$ cat src/rtl/uart_pkg.sv
// ============================================================================
// Module   : uart_pkg
// Brief    : Shared UART constants, FSM state encodings and parity helper.
// Revision : 1.0 - initial release
// ============================================================================
`default_nettype none

package uart_pkg;

    localparam int BAUD_DIV   = 104;
    localparam int OVERSAMPLE = 16;
    localparam int FRAME_BITS = 11;
    localparam int ADDR_W     = 3;
    localparam int DATA_W     = 4;
    localparam int WORD_W     = 1 + ADDR_W + DATA_W;
    localparam int IDX_W      = $clog2(WORD_W);

    localparam int ST_W = 3;
    localparam logic [ST_W-1:0] ST_IDLE    = 3'd0;
    localparam logic [ST_W-1:0] ST_START   = 3'd1;
    localparam logic [ST_W-1:0] ST_PAYLOAD = 3'd2;
    localparam logic [ST_W-1:0] ST_PARITY  = 3'd3;
    localparam logic [ST_W-1:0] ST_STOP    = 3'd4;

    // Returns the bit that makes the total ones count over word+parity even.
    function automatic logic even_parity(input logic [WORD_W-1:0] i_word);
        return ^i_word;
    endfunction

endpackage

`default_nettype wire

$ cat src/rtl/uart_baud_tick.sv
// ============================================================================
// Module   : uart_baud_tick
// Brief    : Enabled bit-period counter; flags the last cycle of each bit.
// Revision : 1.0 - initial release
// ============================================================================
`default_nettype none

module uart_baud_tick #(
    parameter int CLKS_PER_BIT = 1664,
    parameter int CNT_W        = 11
) (
    input  logic clk,
    input  logic rst,
    input  logic i_en,
    output logic o_bit_end
);

    localparam logic [CNT_W-1:0] c_last = CNT_W'(CLKS_PER_BIT - 1);

    logic [CNT_W-1:0] r_cnt;
    logic             w_last;

    assign w_last    = (r_cnt == c_last);
    assign o_bit_end = i_en && w_last;

    // Wrapping at the bit end keeps the count at zero on every state entry.
    always_ff @(posedge clk) begin
        if (rst || !i_en) begin
            r_cnt <= '0;
        end else if (w_last) begin
            r_cnt <= '0;
        end else begin
            r_cnt <= r_cnt + CNT_W'(1);
        end
    end

endmodule

`default_nettype wire

$ cat src/rtl/uart_reply_tx.sv
// ============================================================================
// Module   : uart_reply_tx
// Brief    : 11-bit frame UART reply transmitter (start, R/W, addr, data,
//            even parity, stop), MSB first. Optional one-entry request
//            holding register enabled by `UART_TX_PENDING_EN.
// Revision : 1.0 - initial release
// ============================================================================
`default_nettype none

module uart_reply_tx
    import uart_pkg::*;
#(
    parameter int CLKS_PER_BIT = BAUD_DIV * OVERSAMPLE,
    parameter int CNT_W        = 11
) (
    input  logic                     clk,
    input  logic                     rst,
    input  logic                     tx_start,
    input  logic                     rw_bit,
    input  logic [ADDR_W+DATA_W-1:0] to_tx,
    output logic                     tx,
    output logic                     tx_busy,
    output logic                     tx_done,
    output logic                     tx_overrun
);

    logic [ST_W-1:0]   r_state, w_state_nxt;
    logic [WORD_W-1:0] r_shift, w_shift_nxt;
    logic [IDX_W-1:0]  r_bit_idx, w_idx_nxt;
    logic              r_par, w_par_nxt;
    logic              r_tx, r_busy, r_done, r_overrun;
    logic              w_tx_nxt, w_done_nxt;

    logic              w_bit_end;
    logic              w_free;
    logic              w_load_new;
    logic              w_load_pend;
    logic              w_load;
    logic              w_drop;
    logic [WORD_W-1:0] w_req;
    logic [WORD_W-1:0] w_load_word;

    uart_baud_tick #(
        .CLKS_PER_BIT (CLKS_PER_BIT),
        .CNT_W        (CNT_W)
    ) u_baud (
        .clk       (clk),
        .rst       (rst),
        .i_en      (r_state != ST_IDLE),
        .o_bit_end (w_bit_end)
    );

    assign w_req  = {rw_bit, to_tx};
    // The line is free in IDLE and on the last stop-bit cycle, giving gapless frames.
    assign w_free = (r_state == ST_IDLE) || ((r_state == ST_STOP) && w_bit_end);
    assign w_load = w_load_new || w_load_pend;

`ifdef UART_TX_PENDING_EN
    logic              r_pend_vld;
    logic [WORD_W-1:0] r_pend_word;
    logic              w_store;

    assign w_load_pend = w_free && r_pend_vld;
    assign w_load_new  = tx_start && w_free && !r_pend_vld;
    assign w_store     = tx_start && !w_load_new && (!r_pend_vld || w_load_pend);
    assign w_drop      = tx_start && !w_load_new && !w_store;
    assign w_load_word = w_load_pend ? r_pend_word : w_req;

    always_ff @(posedge clk) begin
        if (rst) begin
            r_pend_vld  <= 1'b0;
            r_pend_word <= '0;
        end else if (w_store) begin
            r_pend_vld  <= 1'b1;
            r_pend_word <= w_req;
        end else if (w_load_pend) begin
            r_pend_vld  <= 1'b0;
        end
    end
`else
    assign w_load_pend = 1'b0;
    assign w_load_new  = tx_start && w_free;
    assign w_drop      = tx_start && !w_free;
    assign w_load_word = w_req;
`endif

    always_ff @(posedge clk) begin
        if (rst) begin
            r_state   <= ST_IDLE;
            r_shift   <= '0;
            r_bit_idx <= '0;
            r_par     <= 1'b0;
            r_tx      <= 1'b1;
            r_busy    <= 1'b0;
            r_done    <= 1'b0;
            r_overrun <= 1'b0;
        end else begin
            r_state   <= w_state_nxt;
            r_shift   <= w_shift_nxt;
            r_bit_idx <= w_idx_nxt;
            r_par     <= w_par_nxt;
            r_tx      <= w_tx_nxt;
            r_busy    <= (w_state_nxt != ST_IDLE);
            r_done    <= w_done_nxt;
            r_overrun <= r_overrun | w_drop;
        end
    end

    always_comb begin
        w_state_nxt = r_state;
        case (r_state)
            ST_IDLE:    if (w_load) w_state_nxt = ST_START;
            ST_START:   if (w_bit_end) w_state_nxt = ST_PAYLOAD;
            ST_PAYLOAD: if (w_bit_end && (r_bit_idx == '0)) w_state_nxt = ST_PARITY;
            ST_PARITY:  if (w_bit_end) w_state_nxt = ST_STOP;
            ST_STOP:    if (w_bit_end) w_state_nxt = w_load ? ST_START : ST_IDLE;
            default:    w_state_nxt = ST_IDLE;
        endcase
    end

    // tx is registered from the next-state view so the line changes on the transition edge.
    always_comb begin
        w_shift_nxt = r_shift;
        w_par_nxt   = r_par;
        w_idx_nxt   = r_bit_idx;
        if (w_load) begin
            w_shift_nxt = w_load_word;
            w_par_nxt   = even_parity(w_load_word);
            w_idx_nxt   = IDX_W'(WORD_W - 1);
        end else if ((r_state == ST_PAYLOAD) && w_bit_end) begin
            w_idx_nxt   = r_bit_idx - IDX_W'(1);
        end

        w_done_nxt = (r_state == ST_STOP) && w_bit_end;

        case (w_state_nxt)
            ST_START:   w_tx_nxt = 1'b0;
            ST_PAYLOAD: w_tx_nxt = w_shift_nxt[w_idx_nxt];
            ST_PARITY:  w_tx_nxt = w_par_nxt;
            default:    w_tx_nxt = 1'b1;
        endcase
    end

    assign tx         = r_tx;
    assign tx_busy    = r_busy;
    assign tx_done    = r_done;
    assign tx_overrun = r_overrun;

endmodule

`default_nettype wire
$ cat config.mk
export PLATFORM = sky130hd
export DESIGN_NAME = uart_reply_tx
export DESIGN_NICKNAME = d
export VERILOG_FILES = /design/src/rtl/uart_pkg.sv /design/src/rtl/uart_baud_tick.sv /design/src/rtl/uart_reply_tx.sv
export SDC_FILE = /design/constraint.sdc
export NUM_CORES = 1
export LEC_CHECK = 0
export BUFFER_PORTS_ARGS = -buffer_cell sky130_fd_sc_hd__clkbuf_2
export CAP_MARGIN = 20
export CORE_UTILIZATION = 61
export DETAILED_ROUTE_END_ITERATION = 6
export HOLD_SLACK_MARGIN = 0.08
export PLACE_DENSITY = 0.9
export SLEW_MARGIN = 20
export SYNTH_ARGS = -nofsm -noshare
export SYNTH_HDL_FRONTEND = slang
export SYNTH_SLANG_ARGS = --single-unit
export TNS_END_PERCENT = 50
$ cat constraint.sdc
create_clock -name clk -period 6.9 [get_ports clk]
set_input_delay 1.38 -clock clk [delete_from_list [all_inputs] [get_ports clk]]
set_output_delay 1.38 -clock clk [all_outputs]
set_load 0.1 [all_outputs]
==> results of run 1 <==
-- cell families after synthesis --
| logic type | after synthesis |
|---|---|
| AO/OA/AOI/OAI | 14 |
| XOR/XNOR | 19 |
| adder cells (fa/ha/maj) | 3 |
| buffers and inverters | 11 |
| flip-flops | 30 |
| multiplexers | 13 |
| AND/OR/NAND/NOR | 58 |
-- metrics by stage --
stage / std cells / power, mW
after detailed placement: 186 / 0.2375
final: 193 / 0.3274
after global placement: 186 / 0.2343
after floorplan: 148 / 0.2253
after global routing: 193 / 0.3425
after CTS: 193 / 0.3291
-- registers in the layout (all words and copies together) (netlist names) --
register,flops
tx,1
r_bit_idx,3
r_par,1
tx_done,1
tx_overrun,1
u_baud.r_cnt,11
r_shift,8
tx_busy,1
r_state,3
-- worst reg2reg max path: cells and delay by family (launching register included) --
family | cells | cell delay, ns
and+or+nand+nor | 4 | 1.25
AOI/OAI and AO/OA | 3 | 0.63
DFF | 1 | 0.37
adders and majority gates | 1 | 0.24
-- Yosys cell counts (2+ instances only) --
library cell	number	area (um2)
a21oi_1	6	30.03
clkbuf_1	3	11.26
dfxtp_1	30	600.6
ha_1	3	37.54
inv_1	7	26.28
mux2i_1	11	110.1
nand2_1	6	22.52
nand3_1	4	20.02
nand4bb_1	2	22.52
nor2_1	30	112.6
nor2b_1	2	12.51
nor3_1	3	15.01
o211ai_1	2	15.01
xnor2_1	14	122.6
xor2_1	5	43.79
-- layout make-up --
cell class | instances | area (um2) | area share [%]
Tap cell | 27 | 33.78 | 2.208
Multi-Input combinational cell | 107 | 747.0 | 48.81
Sequential cell | 30 | 600.6 | 39.25
Inverter | 7 | 26.28 | 1.717
Clock buffer | 7 | 45.04 | 2.944
Timing Repair Buffer | 15 | 77.57 | 5.069
-- layer usage --
metal | up-vias | global-route usage (%) | part of all wire, %
li1 | 543 | - | -
met1 | 505 | 27.75 | 45
met2 | 22 | 43.69 | 51
met3 | 3 | 6.481 | 3.6
met4 | 0 | 11.43 | 1.1
met5 | - | 0 | 0
-- worst paths after layout --
kind | from | end | slack (ns) | cells after the start
hold reg to reg | tx_overrun | tx_overrun | 0.46 | 2
setup reg to reg | u_baud.r_cnt[0] | tx | 4.35 | 8
hold / removal | tx_overrun | tx_overrun | 0.46 | 2
setup / recovery | u_baud.r_cnt[0] | tx | 4.35 | 8
-- power by group --
part           leakage (nW)  switching (mW)  internal, mW
clock                0.0254          0.0554        0.0383
combinational         0.363          0.0295        0.0194
sequential            0.245         0.00452         0.180
==> results.md, run 1 <==
| Parameter | Value | Unit |
|---|---|---|
| Hold-fix buffers, CTS | 0 | - |
| Share of the cycle needed by the critical path after routing | 36.97 | % |
| Area fraction in compound gates after synthesis | 6.841 | % |
| Final Slew Violations | 0 | - |
| Die Height | 49.74 | um |
| Sequential-to-total area share from yosys stat | 43.20 | % |
| Routed WL | 2.557 | mm |
| Kind of critical path | flop to flop | - |
| Kind of path behind the tightest hold check | flop to flop | - |
| Leakage power of the design | 0.6341 | nW |
| Input/output buffers | 14 | - |
| Endpoint arrival time on the critical path | 2.81 | ns |
| Cells traversed along the worst timing path | ha_1, nand4_2, nor3_1, nor2_1, a221o_1, a21oi_1, nand3b_1, o211ai_1 | - |
| Die outline area | 0.002474 | mm2 |
| CP startpoint kind | flop | - |
| Total cell area at the placement stage | 0.001485 | mm2 |
| Core outline area | 0.002042 | mm2 |
| H-Tree Depth | 2 | - |
| Unrepaired setup endpoints after global routing | false | - |
| Slew of the pin with the lowest slew margin | 0.8275 | ns |
| Number of diodes added for antenna fixing | 0 | - |
| Xor-xnor portion of the synthesized cell area | 11.97 | % |
| Total CTS buffers | 5 | - |
| Clock sink total | 30 | - |
| Worst EP required | 7.16 | ns |
| Count of final setup violators | 0 | - |
| DRC Markers | 0 | - |
| Fraction of the core area covered by cells at the end of the flow | 74.94 | % |
| Clock slew seen by the registers of the worst setup and hold paths | 0.09 | ns |
| Post-detailed-placement half-perimeter wirelength | 1.934 | mm |
| Run status | finished clean | - |
| Commonest non-fill, non-tap cells in the layout | 30 x nor2_1, 30 x dfxtp_1, 14 x xnor2_1, 14 x clkbuf_2, 11 x mux2i_1 | - |
| Clock period minus final worst setup slack | 2.551 | ns |
| Total number of vias | 1073 | - |
| Total grt overflow | 0 | - |
| Worst hold margin | 0.4559 | ns |
| Routability congestion estimate | 0.7664 | - |
| Clock latency on the worst-skew pair | 0.33 | ns |
| Antenna viol nets, final | 0 | - |
| Combined buffer and inverter count along the critical path | 0 | - |
| Number of warnings issued by yosys | 0 | - |
| Top-level port count | 15 | - |
| CTS tree | done | - |
| Via count of the first global-routing pass | 1071 | - |
| Width of the die | 49.74 | um |
| Number of fill cells in the layout | 160 | - |
| Layout cell share with drive strength beyond 1 | 15.06 | % |
| Growth of design area from synthesis to finish | 10.08 | % |
| Place WS | 4.271 | ns |
| Buffers from clock root to sink, at most | 2 | - |
| Post-synth EDFFs | 0 | - |
| Mux share of post-synthesis cell area | 10.35 | % |
| First-pass GRT wire length | 4.602 | mm |
| Fin area | 0.001530 | mm2 |
| Post-synth net total | 162 | - |
| Adder-cell share of the synthesized area | 2.700 | % |
| Pin count of the biggest net entering global routing | 20 | - |
| Crit-path slowest cell | nor3_1 | - |
| Max IR drop VDD | 0.1599 | mV |
| Longest individual stage delay on the worst path | 0.72 | ns |
| Placement row count | 16 | - |
| Leading register cell type out of synthesis | dfxtp_1 | - |
| Maximum Capacitance Violations | 0 | - |
| Highest Clock Rate | 392.0 | MHz |
| Worst-case headroom to the max-slew limit | 44.41 | % |
| Final worst setup slack | 4.349 | ns |
| Synthesized-area fraction occupied by and/or/nand/nor cells | 21.87 | % |
| Buffers inserted by post-CTS timing repair | 0 | - |
| Share of flip-flops with an asynchronous set or reset after synthesis | 0 | % |
| Total Nets Final | 180 | - |
| Dominant combinational cell family by area after synthesis | simple AND/OR/NAND/NOR gates | - |
| Total Neg Setup Slack | 0 | ns |
| Final setup skew | 0.01150 | ns |
| Per-instance average area after synthesis | 9.392 | um2 |
| Post-CTS resize count | 0 | - |
| Overall track demand over capacity in global routing | 24.89 | % |
| Number of standard cells after synthesis | 148 | - |
| Initial drt markers | 5 | - |
| Detailed-router iteration count before antenna repair | 4 | - |
| Drt wl/cell | 13.25 | um |
| Number of antenna violations at the first check in global routing | 0 | - |
| Area of the mapped netlist | 0.001390 | mm2 |
| Cell chosen for the clock root | clkbuf_4 | - |
| Number of endpoints with negative hold slack in the final report | 0 | - |
| Element type at the critical path end | flop | - |
| Initial core utilization | 68.08 | % |
| Power density over the cells | 214.0 | mW/mm2 |
| Critical Path Fanout Max | 8 | - |
| Flops & latches, synth | 30 | - |
| Netlist cell types | 35 | - |
| Via density per instance | 5.560 | - |
| Top Family by Delay on Critical Path | simple AND/OR/NAND/NOR gates | - |
Note: power is estimated with default switching activity, not from simulation.
==> run 2: changes to the inputs <==
--- a/config.mk
+++ b/config.mk
@@ -7,10 +7,10 @@
 export LEC_CHECK = 0
 export BUFFER_PORTS_ARGS = -buffer_cell sky130_fd_sc_hd__clkbuf_2
 export CAP_MARGIN = 20
-export CORE_UTILIZATION = 61
+export CORE_UTILIZATION = 56
 export DETAILED_ROUTE_END_ITERATION = 6
 export HOLD_SLACK_MARGIN = 0.08
-export PLACE_DENSITY = 0.9
+export PLACE_DENSITY = 0.85
 export SLEW_MARGIN = 20
 export SYNTH_ARGS = -nofsm -noshare
 export SYNTH_HDL_FRONTEND = slang
==> constraint.sdc (replaced) <==
create_clock -name clk -period 2.6 [get_ports clk]
set_input_delay 0.52 -clock clk [delete_from_list [all_inputs] [get_ports clk]]
set_output_delay 0.52 -clock clk [all_outputs]
set_load 0.1 [all_outputs]
==> results.md, run 2 (same netlist as run 1, synthesis figures left out) <==
| Parameter | Value | Unit | Change |
|---|---|---|---|
| Run status | finished clean | - | unchanged |
| Post-detailed-placement half-perimeter wirelength | 1.770 | mm | was 1.934 mm |
| Critical Path Fanout Max | 5 | - | was 8 |
| R2R setup slack | 0.15 | ns | was 4.35 ns |
| Place WS | 0.1808 | ns | was 4.271 ns |
| Post-layout total power | 0.9031 | mW | was 0.3274 mW |
| Pin count of the biggest net entering global routing | 20 | - | unchanged |
| WP depth | 8 | - | unchanged |
| Growth of design area from synthesis to finish | 12.33 | % | was 10.08% |
| Drt wl/cell | 12.16 | um | was 13.25 um |
| Clock slew seen by the registers of the worst setup and hold paths | 0.09 | ns | about the same |
| Highest Clock Rate | 408.8 | MHz | was 392.0 MHz |
| Detailed-router iteration count before antenna repair | 4 | - | unchanged |
| Sw Pwr | 0.2410 | mW | was 0.08939 mW |
| Kind of critical path | flop to flop | - | unchanged |
| Crit-path slowest cell | mux4_2 | - | was nor3_1 |
| Sequential Power Share | 54.3 | % | was 56.4% |
| Design internal power | 0.6620 | mW | was 0.2380 mW |
| Total grt overflow | 0 | - | unchanged |
| Clock period minus final worst setup slack | 2.446 | ns | was 2.551 ns |
| Final setup skew | 0.006385 | ns | was 0.01150 ns |
| Number of flip-flops under the largest register name | 11 | - | unchanged |
| Gate power share | 14.2 | % | was 14.9% |
| Final Slew Violations | 0 | - | unchanged |
| Slew of the pin with the lowest slew margin | 0.5380 | ns | was 0.8275 ns |
| Post-CTS resize count | 0 | - | unchanged |
| CTS tree | done | - | unchanged |
| Element type at the critical path end | flop | - | unchanged |
| Relative contribution of the clock network to total power | 31.6 | % | was 28.6% |
| Register area | 600.6 | um2 | unchanged |
| Share of the cycle needed by the critical path after routing | 94.07 | % | was 36.97% |
| Layout cell share with drive strength beyond 1 | 17.16 | % | was 15.06% |
| Number of endpoints with negative hold slack in the final report | 0 | - | unchanged |
| Endpoint arrival time on the critical path | 2.66 | ns | was 2.81 ns |
| Unrepaired setup endpoints after global routing | false | - | unchanged |
| Clock latency on the worst-skew pair | 0.33 | ns | about the same |
| Total CTS buffers | 5 | - | unchanged |
| Routability congestion estimate | 0.7846 | - | was 0.7664 |
| Power density over the cells | 578.3 | mW/mm2 | was 214.0 mW/mm2 |
| CP startpoint kind | flop | - | unchanged |
| Fin area | 0.001562 | mm2 | was 0.001530 mm2 |
| Longest individual stage delay on the worst path | 0.56 | ns | was 0.72 ns |
| Commonest non-fill, non-tap cells in the layout | 30 x nor2_1, 30 x dfxtp_1, 14 x xnor2_1, 14 x clkbuf_2, 11 x mux2i_1 | - | unchanged |
| Total Nets Final | 182 | - | was 180 |
| Buffers inserted by post-CTS timing repair | 0 | - | unchanged |
| Initial drt markers | 26 | - | was 5 |
| Worst EP required | 2.82 | ns | was 7.16 ns |
| Kind of path behind the tightest hold check | primary input to flop | - | was flop to flop |
| H-Tree Depth | 2 | - | unchanged |
| Maximum Capacitance Violations | 0 | - | unchanged |
| Clock sink total | 30 | - | unchanged |
| Cells traversed along the worst timing path | ha_1, nand4_2, nor4_4, xnor2_1, mux4_2, nand2_1, o211a_1, o211ai_1 | - | was ha_1, nand4_2, nor3_1, nor2_1, a221o_1, a21oi_1, nand3b_1, o211ai_1 |
| Total number of vias | 1050 | - | was 1073 |
| Antenna viol nets, final | 0 | - | unchanged |
| Initial core utilization | 61.08 | % | was 68.08% |
| Width of the die | 51.82 | um | was 49.74 um |
| Placement row count | 17 | - | was 16 |
| Die outline area | 0.002685 | mm2 | was 0.002474 mm2 |
| Core outline area | 0.002276 | mm2 | was 0.002042 mm2 |
| Final worst setup slack | 0.1541 | ns | was 4.349 ns |
| Max IR drop VDD | 0.3778 | mV | was 0.1599 mV |
| Termination of the worst setup path | tx | - | unchanged |
| Hold-fix buffers, CTS | 0 | - | unchanged |
| Cell chosen for the clock root | clkbuf_4 | - | unchanged |
| Largest registers | u_baud.r_cnt: 11 flops, r_shift: 8 flops | - | unchanged |
| Worst-case headroom to the max-slew limit | 64.28 | % | was 44.41% |
| Overall track demand over capacity in global routing | 22.01 | % | was 24.89% |
| Die Height | 51.82 | um | was 49.74 um |
| Combined buffer and inverter count along the critical path | 0 | - | unchanged |
| R2r startpoint | u_baud.r_cnt[0] | - | unchanged |
| Reg2Reg Depth | 8 | - | unchanged |
| Via count of the first global-routing pass | 962 | - | was 1071 |
| Worst setup path start | u_baud.r_cnt[0] | - | unchanged |
| Switching share of power | 26.69 | % | was 27.30% |
| Count of final setup violators | 0 | - | unchanged |
| DRC Markers | 0 | - | unchanged |
| Via density per instance | 5.330 | - | was 5.560 |
| First-pass GRT wire length | 4.160 | mm | was 4.602 mm |
| Number of antenna violations at the first check in global routing | 0 | - | unchanged |
| Leakage power of the design | 0.6540 | nW | was 0.6341 nW |
| Total cell area at the placement stage | 0.001501 | mm2 | was 0.001485 mm2 |
| Input/output buffers | 14 | - | unchanged |
| Area occupied by multi-input gates | 747.0 | um2 | unchanged |
| Top Family by Delay on Critical Path | simple AND/OR/NAND/NOR gates | - | unchanged |
| Top-level port count | 15 | - | unchanged |
| Number of diodes added for antenna fixing | 0 | - | unchanged |
| Buffers from clock root to sink, at most | 2 | - | unchanged |
| Crit Reg-Reg Endpoint | tx | - | unchanged |
| Most flop-heavy register | u_baud.r_cnt | - | unchanged |
| Routed WL | 2.395 | mm | was 2.557 mm |
| Number of fill cells in the layout | 179 | - | was 160 |
| Total Neg Setup Slack | 0 | ns | unchanged |
run 2: cell count changes in the layout (fill, tap and decap cells not counted), sizes merged:
cell,previous run,this run
buf,1,3
clkinv,0,1
run 2: how the worst min path moves through the flow:
stage / startpoint / end / slack (ns) / depth (start not counted)
3_5_place_dp: tx_overrun / tx_overrun / 0.45 / 2
5_1_grt: to_tx[3] / r_shift[3] / 0.45 / 3
2_1_floorplan: u_baud.r_cnt[0] / u_baud.r_cnt[0] / 0.43 / 1
4_1_cts: to_tx[4] / r_shift[4] / 0.44 / 3
3_3_place_gp: tx_overrun / tx_overrun / 0.44 / 2
6_report: to_tx[4] / r_shift[4] / 0.44 / 3
run 2: metrics by stage:
step	util (%)	instances	hold WS [ns]
after global routing	68.61	197	0.4539
after detailed placement	65.97	189	0.4475
after global placement	65.97	189	0.4351
after CTS	68.61	197	0.4357
after floorplan	-	148	0.4260
final	68.61	197	0.4423
run 2: worst register-to-register path: stages, from the launching register on:
cell and delay [ns]:
dfxtp_1 0.38, ha_1 0.25, nand4_2 0.18, nor4_4 0.36
xnor2_1 0.29, mux4_2 0.56, nand2_1 0.08, o211a_1 0.15
o211ai_1 0.07
run 2: power by group through the flow:
stage               logic [mW]  registers, mW  clock network, mW
finish                   0.128          0.490              0.285
global route             0.140          0.492              0.312
CTS                      0.129          0.490              0.293
detailed placement       0.129          0.500                  0
global placement         0.125          0.499                  0
floorplan               0.0772          0.521                  0
run 2: per-layer routing:
layer	wire length, um	vias to the layer above	GRT usage, %
met2	1063	21	33.12
met5	0	-	0
li1	-	549	-
met3	119	5	6.140
met4	47	0	14.86
met1	1165	475	27.01
run 2: layout make-up:
type	instances	share of cell area, %
sequential	30	38.46
inverter	7	1.683
clock buffer	7	3.526
multi-input combinational	107	47.84
timing repair buffer	17	5.929
clock inverter	1	0.3205
tap	28	2.244
==> run 3: changes to the inputs <==
==> constraint.sdc (replaced) <==
create_clock -name clk -period 2.45 [get_ports clk]
set_input_delay 0.49 -clock clk [delete_from_list [all_inputs] [get_ports clk]]
set_output_delay 0.49 -clock clk [all_outputs]
set_load 0.1 [all_outputs]
==> results.md, run 3 (same netlist as run 1, synthesis figures left out) <==
| Parameter | Value | Unit | Change |
|---|---|---|---|
| First-pass GRT wire length | 4.174 | mm | was 4.160 mm |
| Number of endpoints with negative hold slack in the final report | 0 | - | unchanged |
| Total grt overflow | 0 | - | unchanged |
| Initial drt markers | 22 | - | was 26 |
| Input/output buffers | 14 | - | unchanged |
| Met1 track utilization from global routing | 25.32 | % | was 27.01% |
| Layout cell share with drive strength beyond 1 | 18.71 | % | was 17.16% |
| DRC Markers | 0 | - | unchanged |
| Layer with the highest usage | met2 | - | unchanged |
| Run status | finished clean | - | unchanged |
| Most flop-heavy register | u_baud.r_cnt | - | unchanged |
| Detailed-router iteration count before antenna repair | 4 | - | unchanged |
| Leakage power of the design | 0.6663 | nW | was 0.6540 nW |
| Endpoint arrival time on the critical path | 2.58 | ns | was 2.66 ns |
| Pin count of the biggest net entering global routing | 20 | - | unchanged |
| Number of diodes added for antenna fixing | 0 | - | unchanged |
| R2R setup slack | 0.13 | ns | was 0.15 ns |
| Clock sink total | 30 | - | unchanged |
| Worst-case headroom to the max-slew limit | 64.30 | % | was 64.28% |
| Hold-fix buffers, CTS | 0 | - | unchanged |
| Cell chosen for the clock root | clkbuf_4 | - | unchanged |
| Highest Clock Rate | 430.2 | MHz | was 408.8 MHz |
| Maximum Capacitance Violations | 0 | - | unchanged |
| Number of flip-flops under the largest register name | 11 | - | unchanged |
| Die outline area | 0.002685 | mm2 | unchanged |
| Largest registers | u_baud.r_cnt: 11 flops, r_shift: 8 flops | - | unchanged |
| Clock slew seen by the registers of the worst setup and hold paths | 0.09 | ns | about the same |
| Initial core utilization | 61.08 | % | unchanged |
| Total Nets Final | 184 | - | was 182 |
| H-Tree Depth | 2 | - | unchanged |
| Growth of design area from synthesis to finish | 13.95 | % | was 12.33% |
| Via count of the first global-routing pass | 993 | - | was 962 |
| Post-Place Cells | 191 | - | was 189 |
| Number of non-filler instances in the completed layout | 199 | - | was 197 |
| CTS tree | done | - | unchanged |
| Max IR drop VDD | 0.4709 | mV | was 0.3778 mV |
| Final Slew Violations | 0 | - | unchanged |
| Worst EP required | 2.71 | ns | was 2.82 ns |
| Slew of the pin with the lowest slew margin | 0.5377 | ns | was 0.5380 ns |
| Clock latency on the worst-skew pair | 0.33 | ns | about the same |
| Routability congestion estimate | 0.7963 | - | was 0.7846 |
| Core outline area | 0.002276 | mm2 | unchanged |
| Number of antenna violations at the first check in global routing | 0 | - | unchanged |
| Buffers inserted by post-CTS timing repair | 0 | - | unchanged |
| Unrepaired setup endpoints after global routing | false | - | unchanged |
| Element type at the critical path end | flop | - | unchanged |
| Antenna viol nets, final | 0 | - | unchanged |
| Critical Path Fanout Max | 4 | - | was 5 |
| Final setup skew | 0.005286 | ns | was 0.006385 ns |
| Top-level port count | 15 | - | unchanged |
| Global Route met3 Usage | 9.649 | % | was 6.140% |
| Global-route track usage on met2 | 34.83 | % | was 33.12% |
| Total number of vias | 1075 | - | was 1050 |
| Buffers from clock root to sink, at most | 2 | - | unchanged |
| Width of the die | 51.82 | um | unchanged |
| CP startpoint kind | flop | - | unchanged |
| Kind of critical path | flop to flop | - | unchanged |
| Power density over the cells | 605.4 | mW/mm2 | was 578.3 mW/mm2 |
| Kind of path behind the tightest hold check | primary input to flop | - | unchanged |
| Commonest non-fill, non-tap cells in the layout | 30 x nor2_1, 30 x dfxtp_1, 14 x clkbuf_2 | - | was 30 x nor2_1, 30 x dfxtp_1, 14 x xnor2_1, 14 x clkbuf_2, 11 x mux2i_1 |
| Overall track demand over capacity in global routing | 22.49 | % | was 22.01% |
| Die Height | 51.82 | um | unchanged |
| Drt wl/cell | 12.45 | um | was 12.16 um |
| Count of final setup violators | 0 | - | unchanged |
| Routed WL | 2.477 | mm | was 2.395 mm |
| Clock period minus final worst setup slack | 2.325 | ns | was 2.446 ns |
| Total Neg Setup Slack | 0 | ns | unchanged |
| Post-CTS resize count | 0 | - | unchanged |
| Share of the cycle needed by the critical path after routing | 94.89 | % | was 94.07% |
| Post-detailed-placement half-perimeter wirelength | 1.856 | mm | was 1.770 mm |
| Placement row count | 17 | - | unchanged |
| Via density per instance | 5.402 | - | was 5.330 |
| Total CTS buffers | 5 | - | unchanged |
run 3: cell count changes in the layout (fill, tap and decap cells not counted), sizes merged:
cell | before | now
buf | 3 | 5
run 3: worst paths after layout:
kind / start / to / depth (start not counted)
setup / recovery: u_baud.r_cnt[0] / tx / 8
hold / removal: to_tx[2] / r_shift[2] / 3
setup reg to reg: u_baud.r_cnt[0] / tx / 8
hold reg to reg: tx_overrun / tx_overrun / 2
run 3: critical path, stage by stage, from the launching register on:
cell      delay [ns]
dfxtp_1         0.38
ha_1            0.24
nand4_2         0.13
buf_4           0.18
nor4_1          0.32
xnor2_1         0.25
mux2_2          0.38
o211a_1         0.23
o211ai_1        0.14
run 3: per-stage QoR:
stage               setup WS [ns]  utilization [%]  hold slack (ns)  area, um2  power, mW
floorplan                  0.2111                -           0.4260       1390     0.6346
finish                     0.1253            69.60           0.4287       1584     0.9590
global route              0.01536            69.60           0.4325       1584      1.007
CTS                       0.06462            69.27           0.4201       1577     0.9643
global placement           0.1804            66.63           0.4359       1516     0.6625
detailed placement        0.09490            66.63           0.4441       1516     0.6685
run 3: power breakdown:
part,leakage [nW],switching [mW],internal [mW]
Clock,0.0353,0.161,0.139
Combinational,0.386,0.0824,0.0567
Sequential,0.245,0.0119,0.508
run 3: routing by layer:
metal / wire length (um) / share of wire [%] / up-vias
li1: - / - / 550
met1: 1149 / 46 / 498
met2: 1153 / 47 / 22
met3: 112 / 4.5 / 5
met4: 62 / 2.5 / 0
met5: 0 / 0 / -
run 3: area by class of cell:
type	count	area, um2
sequential	30	600.6
tap	28	35.03
clock inverter	1	5.005
clock buffer	7	55.05
fill	174	691.9
multi-input combinational	107	754.5
inverter	7	26.28
timing repair buffer	19	107.6
